===== src/rtl/valu_seq_pkg.sv =====
// Shared definitions for the vector ALU sequencer: opcode encoding and classes,
// chunk geometry and the sequencer state encoding.
package valu_seq_pkg;

  localparam int INT8    = 8;
  localparam int VLANES  = 16;
  localparam int CHUNK_W = VLANES * INT8;

  typedef enum logic [3:0] {
    OP_ADDSS = 4'h0,
    OP_SUBSS = 4'h1,
    OP_MULSS = 4'h2,
    OP_ADDVV = 4'h4,
    OP_SUBVV = 4'h5,
    OP_ADDVS = 4'h6,
    OP_SUBVS = 4'h7,
    OP_MULVS = 4'h8,
    OP_RELU  = 4'h9
  } op_code_e;

  typedef enum logic [2:0] {
    S_IDLE = 3'd0,
    S_RD   = 3'd1,
    S_EX   = 3'd2,
    S_WB   = 3'd3,
    S_DONE = 3'd4
  } state_e;

  function automatic logic is_vv(input logic [3:0] op);
    return (op == OP_ADDVV) || (op == OP_SUBVV);
  endfunction

  function automatic logic is_vs(input logic [3:0] op);
    return (op == OP_ADDVS) || (op == OP_SUBVS) || (op == OP_MULVS);
  endfunction

  // relu is unary: it belongs to neither the vv nor the vs class but is legal.
  function automatic logic is_vec_legal(input logic [3:0] op);
    return is_vv(op) || is_vs(op) || (op == OP_RELU);
  endfunction

endpackage


===== src/rtl/valu_seq.sv =====
// Chunk-by-chunk sequencer: RD -> EX -> WB per chunk, then a one-cycle DONE.
// The combinational vALU and the scratchpad live outside this block.
module valu_seq
  import valu_seq_pkg::*;
#(
  parameter int ADDR_W = 8,
  parameter int LEN_W  = 8,
  parameter int LANES  = VLANES
) (
  input  logic                  clk,
  input  logic                  rst_n,
  input  logic                  cmd_valid,
  output logic                  cmd_ready,
  input  logic [3:0]            cmd_aluop,
  input  logic [31:0]           cmd_scalar,
  input  logic [ADDR_W-1:0]     cmd_src_a,
  input  logic [ADDR_W-1:0]     cmd_src_b,
  input  logic [ADDR_W-1:0]     cmd_dst,
  input  logic [LEN_W-1:0]      cmd_len,
  output logic                  rd_en_a,
  output logic                  rd_en_b,
  output logic [ADDR_W-1:0]     rd_addr_a,
  output logic [ADDR_W-1:0]     rd_addr_b,
  input  logic [LANES*8-1:0]    rd_data_a,
  input  logic [LANES*8-1:0]    rd_data_b,
  output logic [3:0]            alu_op,
  output logic [LANES*8-1:0]    alu_in_a,
  output logic [LANES*8-1:0]    alu_in_b,
  output logic [31:0]           alu_in_s,
  input  logic [LANES*8-1:0]    alu_result,
  output logic                  wr_en,
  output logic [ADDR_W-1:0]     wr_addr,
  output logic [LANES*8-1:0]    wr_data,
  input  logic                  wr_ready,
  output logic                  busy,
  output logic                  done,
  output logic                  err
);

  localparam int CW = LANES * INT8;

  state_e              state_q, state_d;
  logic [LEN_W-1:0]    idx_q, idx_d;
  logic [LEN_W-1:0]    len_q, len_d;
  logic [3:0]          op_q, op_d;
  logic [31:0]         scalar_q, scalar_d;
  logic [ADDR_W-1:0]   src_a_q, src_a_d;
  logic [ADDR_W-1:0]   src_b_q, src_b_d;
  logic [ADDR_W-1:0]   dst_q, dst_d;
  logic [CW-1:0]       result_q, result_d;
  logic                err_q, err_d;

  logic                last_chunk;
  logic [ADDR_W-1:0]   idx_addr;

  assign idx_addr   = ADDR_W'(idx_q);
  assign last_chunk = (idx_q == len_q - LEN_W'(1));

  // Next-state logic.
  // NOTE: every variable gets its default first, so no path through the case
  // leaves one unassigned and no latch is inferred.
  always_comb begin
    state_d  = state_q;
    idx_d    = idx_q;
    len_d    = len_q;
    op_d     = op_q;
    scalar_d = scalar_q;
    src_a_d  = src_a_q;
    src_b_d  = src_b_q;
    dst_d    = dst_q;
    result_d = result_q;
    err_d    = 1'b0;

    unique case (state_q)
      S_IDLE: begin
        if (cmd_valid) begin
          if (!is_vec_legal(cmd_aluop)) begin
            // Rejected commands leave the latched context untouched.
            err_d = 1'b1;
          end else begin
            op_d     = cmd_aluop;
            scalar_d = cmd_scalar;
            src_a_d  = cmd_src_a;
            src_b_d  = cmd_src_b;
            dst_d    = cmd_dst;
            len_d    = cmd_len;
            idx_d    = '0;
            state_d  = (cmd_len == '0) ? S_DONE : S_RD;
          end
        end
      end
      S_RD: state_d = S_EX;
      S_EX: begin
        result_d = alu_result;
        state_d  = S_WB;
      end
      S_WB: begin
        if (wr_ready) begin
          if (last_chunk) begin
            state_d = S_DONE;
          end else begin
            idx_d   = idx_q + LEN_W'(1);
            state_d = S_RD;
          end
        end
      end
      S_DONE:  state_d = S_IDLE;
      default: state_d = S_IDLE;
    endcase
  end

  // NOTE: sequential state uses non-blocking assignments so every flop samples
  // the pre-edge values of the others, independent of statement order.
  always_ff @(posedge clk or negedge rst_n) begin
    if (!rst_n) begin
      state_q  <= S_IDLE;
      idx_q    <= '0;
      len_q    <= '0;
      op_q     <= '0;
      scalar_q <= '0;
      src_a_q  <= '0;
      src_b_q  <= '0;
      dst_q    <= '0;
      result_q <= '0;
      err_q    <= 1'b0;
    end else begin
      state_q  <= state_d;
      idx_q    <= idx_d;
      len_q    <= len_d;
      op_q     <= op_d;
      scalar_q <= scalar_d;
      src_a_q  <= src_a_d;
      src_b_q  <= src_b_d;
      dst_q    <= dst_d;
      result_q <= result_d;
      err_q    <= err_d;
    end
  end

  // Strobes and addresses decode straight from the state register, so an
  // asynchronous reset silences them in the same instant.
  always_comb begin
    cmd_ready = (state_q == S_IDLE);
    busy      = (state_q != S_IDLE);
    done      = (state_q == S_DONE);
    err       = err_q;

    rd_en_a   = (state_q == S_RD);
    rd_en_b   = (state_q == S_RD) && is_vv(op_q);
    rd_addr_a = (state_q == S_RD) ? src_a_q + idx_addr : '0;
    rd_addr_b = (state_q == S_RD) ? src_b_q + idx_addr : '0;

    alu_op    = op_q;
    alu_in_s  = scalar_q;
    alu_in_a  = (state_q == S_EX) ? rd_data_a : '0;
    alu_in_b  = ((state_q == S_EX) && is_vv(op_q)) ? rd_data_b : '0;

    wr_en     = (state_q == S_WB);
    wr_addr   = (state_q == S_WB) ? dst_q + idx_addr : '0;
    wr_data   = result_q;
  end

endmodule


===== config.mk =====
export PLATFORM = sky130hd
export DESIGN_NAME = valu_seq
export DESIGN_NICKNAME = d
export VERILOG_FILES = /design/src/rtl/valu_seq_pkg.sv /design/src/rtl/valu_seq.sv
export SDC_FILE = /design/constraint.sdc
export NUM_CORES = 1
export LEC_CHECK = 0
export BUFFER_PORTS_ARGS = -buffer_cell sky130_fd_sc_hd__buf_2
export CORE_AREA = 2 2 354 356
export CTS_CLUSTER_DIAMETER = 60
export DETAILED_ROUTE_END_ITERATION = 16
export DIE_AREA = 0 0 356 358
export PLACE_DENSITY = 0.3
export SLEW_MARGIN = 20
export SYNTH_ARGS = -nofsm -noshare
export SYNTH_HDL_FRONTEND = slang
export SYNTH_SLANG_ARGS = --single-unit
export TNS_END_PERCENT = 10

===== constraint.sdc =====
create_clock -name clk -period 2.83 [get_ports clk]
set_input_delay 0.1415 -clock clk [delete_from_list [all_inputs] [get_ports clk]]
set_output_delay 0.1415 -clock clk [all_outputs]
set_load 0.02 [all_outputs]

==> summary.txt, run 1 <==
============================================================================================
Result of the run .............................................................    completed
Number of synthesized flops with an enable pin ................................            0
Clock Pin Slew Worst Setup and Hold Paths .....................................      0.06 ns
Top fanout value on the critical path .........................................            7
Share of synthesized cell area in full adder, half adder and majority cells ...        3.18%
Main combinational cell family by area after synthesis ........................ simple AND/OR/NAND/NOR gates
Number of pins exceeding their max-slew limit in the final report .............            0
Area growth syn-to-layout .....................................................        91.2%
FF-to-FF setup slack ..........................................................      0.36 ns
Number of H-tree levels .......................................................            2
Count of endpoints failing hold in the final timing report ....................            0
Number of antenna violations at the first check in global routing .............           43
Via count .....................................................................        13100
Endpoint of the worst-slack reg-to-reg timing path ............................  idx_addr[4]
Cell variety after synth ......................................................           50
Launch instance of the worst register-to-register path ........................     len_q[0]
Basic-gate share of the synthesized area counting and, or, nand and nor cells .        33.8%
Synthesized instance count ....................................................         1230
Area fraction in compound gates after synthesis ...............................        3.32%
Tcrit/Tclk final ..............................................................        99.3%
Count of antenna-violating nets left after detailed routing ...................            0
Peak ir drop on the vdd network ...............................................     0.549 mV
Drt total wl ..................................................................      78.8 mm
Slew at the pin closest to its max-slew limit .................................     0.964 ns
Shortest period the worst path allows .........................................      2.81 ns
CTS tree ......................................................................        built
Synthesized cell area ......................................................... 0.0109 sq mm
Wire length on met1 ...........................................................      33.9 mm
Portion of the post-synthesis area used by sequential elements ................        47.6%
Number of synthesized register bits ...........................................          208
Wire length on met2 ...........................................................      33.4 mm
Post-DP HPWL ..................................................................      64.8 mm
Post-synthesis net count ......................................................         1712
Vias in the first global route ................................................        13200
Power per standard cell area .................................................. 1080 mW/mm^2
Count of buffers inserted at the top-level ports ..............................          906
Global-route wire length before repair ........................................       105 mm
Source-to-sink clock delay at the later pin of the worst-skew pair ............      0.55 ns
Maximum clock path buffer count ...............................................            3
Endpoint class of the critical path ...........................................   output pin
Placement row count ...........................................................          129
Cell Area, Placed ............................................................. 0.0175 sq mm
Height of the chip ............................................................  358 microns
P_leak ........................................................................      11.4 nW
Max capacitance violation total ...............................................            0
Yosys synthesis warning count .................................................            0
Async S/R FF share, synth .....................................................         100%
Horizontal die dimension ......................................................  356 microns
IO Pins .......................................................................          907
Dominant register cell in the synthesized netlist .............................      dfrtp_1
Initial cell density of the core ..............................................        8.87%
Total routing usage reported by global routing ................................        11.6%
Final design area excluding fillers ........................................... 0.0209 sq mm
Final setup fails .............................................................            0
Upper clock frequency limit ...................................................      356 MHz
Number of standard cells in the final layout excluding fillers ................         3994
1st-pass router iterations ....................................................            5
Type of origin of the critical path ...........................................         flop
Detailed-routed wire length on met3 ...........................................      9.82 mm
Share of cell area taken by muxes after synthesis .............................        6.68%
Required @ worst endpoint .....................................................      2.69 ns
Num CTS Buffers ...............................................................           36
Violation count after the first detailed-routing iteration ....................          789
Total overflow reported by the global router ..................................            0
Avg Vias per Cell .............................................................         3.28
Buffer cell driving the clock tree root .......................................    clkbuf_16
Worst R2R Path Depth ..........................................................           10
Dpl cells .....................................................................         3715
Average wire length per cell after detail routing ............................. 19.7 microns
Relative slew slack ...........................................................        35.7%
Final Total Pwr ...............................................................      22.5 mW
Largest net degree at the start of global routing .............................          130
DRC violation count after routing .............................................            0
Overall die area ..............................................................  0.127 sq mm
Critical path class ...........................................................      reg2out
WP data arrival ...............................................................      2.67 ns
Most frequent standard cell in the layout excluding fill and tap cells ........        buf_2
Setup repair after global routing missed its margin ...........................          yes
Post-layout net count .........................................................         2801
Worst hold path class .........................................................     in2async
Clock Sinks ...................................................................          208
Placer Congestion .............................................................        0.796
Share of cells above drive strength 1 .........................................        46.7%
Xor/xnor cell area share of the yosys netlist .................................        2.08%
Synthesized area per cell .....................................................   8.89 sq um
Worst-case clock skew .........................................................    0.0187 ns
Top layer in use ..............................................................         met5
Commonest cells after routing, fill and taps aside ............................ buf_2, nand2_1, dfrtp_1
Core outline area .............................................................  0.123 sq mm
============================================================================================
cells in the mapped netlist, types with 6 or more instances:
cell type | count | area, sq um
a21o_1 | 14 | 105
a21oi_1 | 11 | 55.1
and2_1 | 138 | 863
and3_1 | 130 | 813
buf_2 | 7 | 35.0
clkbuf_1 | 76 | 285
dfrtp_1 | 208 | 5200
ha_1 | 23 | 288
inv_1 | 6 | 22.5
mux2_2 | 64 | 721
nand2_1 | 402 | 1510
nand3_1 | 9 | 45.0
nor2_1 | 37 | 139
nor2b_1 | 7 | 43.8
nor3_1 | 9 | 45.0
o21ai_0 | 6 | 30.0
or4_1 | 8 | 60.1
xnor2_1 | 14 | 123
xor2_1 | 12 | 105
layer usage:
layer / vias up / global-route usage [%]
li1: 6212 / -
met1: 6148 / 15.2
met2: 546 / 16.8
met3: 133 / 6.09
met4: 64 / 2.17
met5: - / 0
final cells by class:
class	count	area (sq um)
clock buffers	45	1010
well taps	1637	2050
diodes	11	27.5
inverters	7	26.3
clock inverters	20	225
flip-flops and latches	208	5210
repair buffers	1137	6900
multi-input cells	929	5460
fillers	14200	102000
state kept, by name (all words and copies together) (netlist names):
name	count
len_q	8
state_q	3
err	1
idx_addr	8
alu_op	4
src_b_q	8
dst_q	8
alu_in_s	32
src_a_q	8
wr_data	128
kinds of logic (layout without fill, tap and decap cells):
family / after synthesis / count (layout)
buf+inv: 93 / 1209
mux: 65 / 65
fa+ha+maj: 26 / 26
flops: 208 / 208
simple gates: 762 / 762
compound gates: 50 / 50
other cells: 0 / 11
xor+xnor: 26 / 26
metrics by stage:
step	setup TNS [ns]	setup slack, ns	utilization [%]	hold WS (ns)
4_1_cts	-0.220	-0.0616	16.9	0.0608
2_1_floorplan	0	0.554	-	-0.154
5_1_grt	-0.581	-0.141	16.9	0.0903
3_3_place_gp	0	0.343	14.2	0.0863
3_5_place_dp	0	0.354	14.2	0.0901
6_report	0	0.0212	16.9	0.0880
what timing repair did:
item                                    in CTS  in global routing
resized for setup                           22                  2
pin swaps                                    3                 12
setup buffers                                2                  2
hold buffers                               199                  0
endpoints found under the setup margin       9                  8
hold endpoints to repair                   408                  0
how the worst max path moves through the flow:
stage                      startpoint      endpoint
after global routing      idx_addr[0]  rd_addr_b[6]
final                     idx_addr[1]  rd_addr_b[7]
after detailed placement     len_q[0]   idx_addr[4]
after CTS                 idx_addr[0]  rd_addr_b[6]
after floorplan           idx_addr[1]  rd_addr_b[7]
after global placement       len_q[0]   idx_addr[3]
worst max-delay path, cell delays in order (launching register included):
cell	delay, ns
dfrtp_2	0.48
ha_1	0.29
a21o_1	0.17
a21oi_2	0.14
nor2b_1	0.07
o21a_1	0.18
o41a_1	0.34
xnor2_1	0.14
nor2_1	0.13
buf_4	0.17
report_power, final:
group,switching [mW],internal (mW),total (mW)
combinational,8.12,4.48,12.6
sequential,0.908,4.45,5.36
clock,1.70,2.83,4.53
total,10.7,11.8,22.5
(Power assumes the default switching activity.)
==> run 2: changes to the inputs <==
--- a/config.mk
+++ b/config.mk
@@ -5,11 +5,12 @@
 export SDC_FILE = /design/constraint.sdc
 export NUM_CORES = 1
 export LEC_CHECK = 0
+export ABC_AREA = 1
 export BUFFER_PORTS_ARGS = -buffer_cell sky130_fd_sc_hd__buf_2
-export CORE_AREA = 2 2 354 356
+export CORE_AREA = 2 2 356 358
 export CTS_CLUSTER_DIAMETER = 60
 export DETAILED_ROUTE_END_ITERATION = 16
-export DIE_AREA = 0 0 356 358
+export DIE_AREA = 0 0 358 360
 export PLACE_DENSITY = 0.3
 export SLEW_MARGIN = 20
 export SYNTH_ARGS = -nofsm -noshare
==> run 2 against run 1 <==
Synthesized area is 3.7% higher. Final cell count is 12% higher. Largest cell class unchanged. Highest routed layer unchanged. Sequential power hardly changed. Synthesized cell count is 36% higher. Via count is 11% higher. Combinational power is 11% lower. Clock-buffer cell count is 1 higher. Clock skew is 0.012 ns higher. Fmax is 7.4% higher. Largest power group unchanged. Critical path type unchanged. Worst hold slack better by 0.052 ns.
==> summary.txt, run 2 <==
=====================================================================================
Number of antenna violations at the first check in global routing ......           61   +42%
Critical path class ....................................................      reg2out
Maximum clock path buffer count ........................................            3   unchanged
Commonest cells after routing, fill and taps aside ..................... buf_2, nand2_1, nor2_1
Number of synthesized flops with an enable pin .........................            0   unchanged
Setup repair after global routing missed its margin ....................           no
Number of flip-flops in the largest register ...........................          128   unchanged
Synthesized area per cell ..............................................   6.78 sq um   -24%
Placer Congestion ......................................................        0.889   +12%
Height of the chip .....................................................  360 microns   +0.56%
Share of cells above drive strength 1 ..................................        36.8%   -9.9 points
Total routing usage reported by global routing .........................        12.8%   +1.2 points
Cells along the critical path .......................................... nor3_4, inv_8, buf_4, nor2_1, buf_2
Slew at the pin closest to its max-slew limit ..........................     0.708 ns   -0.255 ns
Number of synthesized register bits ....................................          208   unchanged
P_leak .................................................................      12.7 nW   +11%
Top cell type by total area after synthesis ............................      dfrtp_1
Fillcell total .........................................................        14500   +2.3%
Cell variety after synth ...............................................           31   -38%
Source-to-sink clock delay at the later pin of the worst-skew pair .....      0.55 ns   about the same
Clock Sinks ............................................................          208   unchanged
Violation count after the first detailed-routing iteration .............          689   -13%
Clock Pin Slew Worst Setup and Hold Paths ..............................      0.06 ns   about the same
Average wire length per cell after detail routing ...................... 19.1 microns   -3.0%
Area taken by flip-flops and latches ................................... 0.00521 sq mm   about the same
Most used standard cells in the synthesized netlist .................... nand2_1, nor2_1, inv_1
Upper clock frequency limit ............................................      382 MHz   +7.4%
Global-route wire length before repair .................................       116 mm   +11%
Most numerous cell in the Yosys netlist ................................      nand2_1
Top fanout value on the critical path ..................................           70   +63
Number of pins exceeding their max-slew limit in the final report ......            0   unchanged
Vias in the first global route .........................................        15000   +13%
Core outline area ......................................................  0.125 sq mm   +1.3%
Stage delay of the slowest cell on the critical path ...................      0.49 ns   about the same
Final design area excluding fillers .................................... 0.0213 sq mm   +1.8%
Count of buffers inserted at the top-level ports .......................          906   unchanged
Count of antenna-violating nets left after detailed routing ............            0   unchanged
Max capacitance violation total ........................................            0   unchanged
Number of H-tree levels ................................................            2   unchanged
Num CTS Buffers ........................................................           35   -2.8%
Tcrit/Tclk final .......................................................        92.4%   -6.9 points
Dominant register cell in the synthesized netlist ......................      dfrtp_1
Portion of the post-synthesis area used by sequential elements .........        45.9%   -1.7 points
Horizontal die dimension ...............................................  358 microns   +0.56%
Total overflow reported by the global router ...........................            0   unchanged
Endpoint class of the critical path ....................................   output pin
Synthesized instance count .............................................         1671   +36%
Multi-input logic area ................................................. 0.00469 sq mm   -14%
Final setup fails ......................................................            0   unchanged
Required @ worst endpoint ..............................................      2.69 ns   about the same
Power per standard cell area ...........................................  989 mW/mm^2   -8.1%
Largest net degree at the start of global routing ......................          101   -22%
Worst hold path class ..................................................       in2reg
Most frequent standard cell in the layout excluding fill and tap cells .        buf_2
Count of endpoints failing hold in the final timing report .............            0   unchanged
Synthesized cell area .................................................. 0.0113 sq mm   +3.7%
Synth top area share ...................................................        45.9%   -1.7 points
WP data arrival ........................................................      2.47 ns   -0.20 ns
Cells taking the most area after synthesis ............................. dfrtp_1, nand2_1, nor2_1, inv_1, ha_1
CTS tree ...............................................................        built
Yosys synthesis warning count ..........................................            0   unchanged
Initial cell density of the core .......................................        9.07%   +0.21 points
Post-synthesis net count ...............................................         2153   +26%
Peak ir drop on the vdd network ........................................     0.428 mV   -22%
Avg Vias per Cell ......................................................         3.25   -0.90%
Post-layout net count ..................................................         3261   +16%
Async S/R FF share, synth ..............................................         100%   unchanged
Post-DP HPWL ...........................................................      72.2 mm   +11%
Placement row count ....................................................          130   +0.78%
Cell Area, Placed ...................................................... 0.0180 sq mm   +2.8%
Area growth syn-to-layout ..............................................        87.8%
Relative slew slack ....................................................        52.8%   +17 points
1st-pass router iterations .............................................            5   unchanged
IO Pins ................................................................          907   unchanged
Shortest period the worst path allows ..................................      2.61 ns   -0.194 ns
Worst-case clock skew ..................................................    0.0309 ns   +0.0121 ns
CP max-delay cell ......................................................      dfrtp_1
Overall die area .......................................................  0.129 sq mm   +1.1%
Via count ..............................................................        14600   +11%
Result of the run ......................................................    completed
Drt total wl ...........................................................      85.6 mm   +8.7%
DRC violation count after routing ......................................            0   unchanged
Final TNS setup ........................................................         0 ns   unchanged
Type of origin of the critical path ....................................         flop
Buffer cell driving the clock tree root ................................    clkbuf_16
=====================================================================================
-- run 2: changes by cell type in the layout (fill, tap and decap cells not counted), sizes merged, moves of 64 or more --
| cell | before | now |
|---|---|---|
| inv | 12 | 302 |
| nor2 | 37 | 293 |
| mux2 | 64 | 0 |
| and3 | 130 | 0 |
| and2 | 138 | 0 |
| nand2 | 402 | 651 |
-- run 2: logic make-up after synthesis --
family / share of synthesized area (%)
AND/OR/NAND/NOR: 34.2
AO/OA/AOI/OAI: 2.34
buffers and inverters: 12.9
XOR/XNOR: 1.47
adder cells (fa/ha/maj): 3.07
flip-flops: 45.9
-- run 2: metrics by stage --
step / power, mW / setup slack (ns) / instances / utilization [%] / hold slack, ns
floorplan: 11.6 / 0.823 / 1671 / - / -0.154
global placement: 16.7 / 0.572 / 4192 / 14.4 / 0.191
detailed placement: 16.6 / 0.576 / 4192 / 14.4 / 0.191
CTS: 21.5 / 0.0482 / 4453 / 17.0 / 0.100
global route: 22.8 / 0.0107 / 4463 / 17.0 / 0.122
finish: 21.0 / 0.215 / 4476 / 17.0 / 0.140
-- run 2: path summary, 6_finish.rpt --
path                                    from  slack, ns  cells past startpoint      endpoint
worst max-delay path              state_q[2]       0.22                      5  alu_in_a[92]
worst min-delay path            cmd_aluop[3]       0.14                      4           err
worst max register to register      len_q[0]       0.79                     12   idx_addr[6]
worst min register to register   wr_data[97]       0.46                      2   wr_data[97]
max in group asynchronous              rst_n       1.82                      3   wr_data[16]
min in group asynchronous              rst_n       0.15                      2  alu_in_s[11]
-- run 2: timing repair --
item                       in CTS  in global routing
pin swaps                       0                  2
gates resized for setup         1                  7
setup endpoints to repair       2                  3
setup buffers                   0                  2
hold endpoints to repair      267                  0
hold buffers                  198                  0
-- run 2: layout make-up --
| class | instances | area share [%] |
|---|---|---|
| repair buffers | 1146 | 32.7 |
| flip-flops and latches | 208 | 24.5 |
| multi-input cells | 1091 | 22.1 |
| well taps | 1650 | 9.70 |
| inverters | 297 | 5.27 |
| clock buffers | 46 | 4.55 |
| clock inverters | 17 | 1.00 |
| diodes | 21 | 0.247 |
-- run 2: critical path: cells and delay by family (launching register included) --
family	cells	cell delay, ns
flip-flops	1	0.49
buffers and inverters	3	0.76
AND/OR/NAND/NOR	2	0.59
-- run 2: routing by layer --
layer	track usage, %	vias to the layer above	share of wire [%]
met5	0	-	0.27
met4	2.95	36	2.2
met3	5.04	124	9.8
met2	21.0	637	46
met1	15.5	6660	42
li1	-	7095	-
-- run 2: report_power, final --
| group | internal (mW) | switching (mW) | leakage [nW] |
|---|---|---|---|
| Clock | 2.72 | 1.72 | 0.572 |
| Combinational | 3.49 | 7.76 | 9.55 |
| Sequential | 4.42 | 0.933 | 2.58 |
| Total | 10.6 | 10.4 | 12.7 |
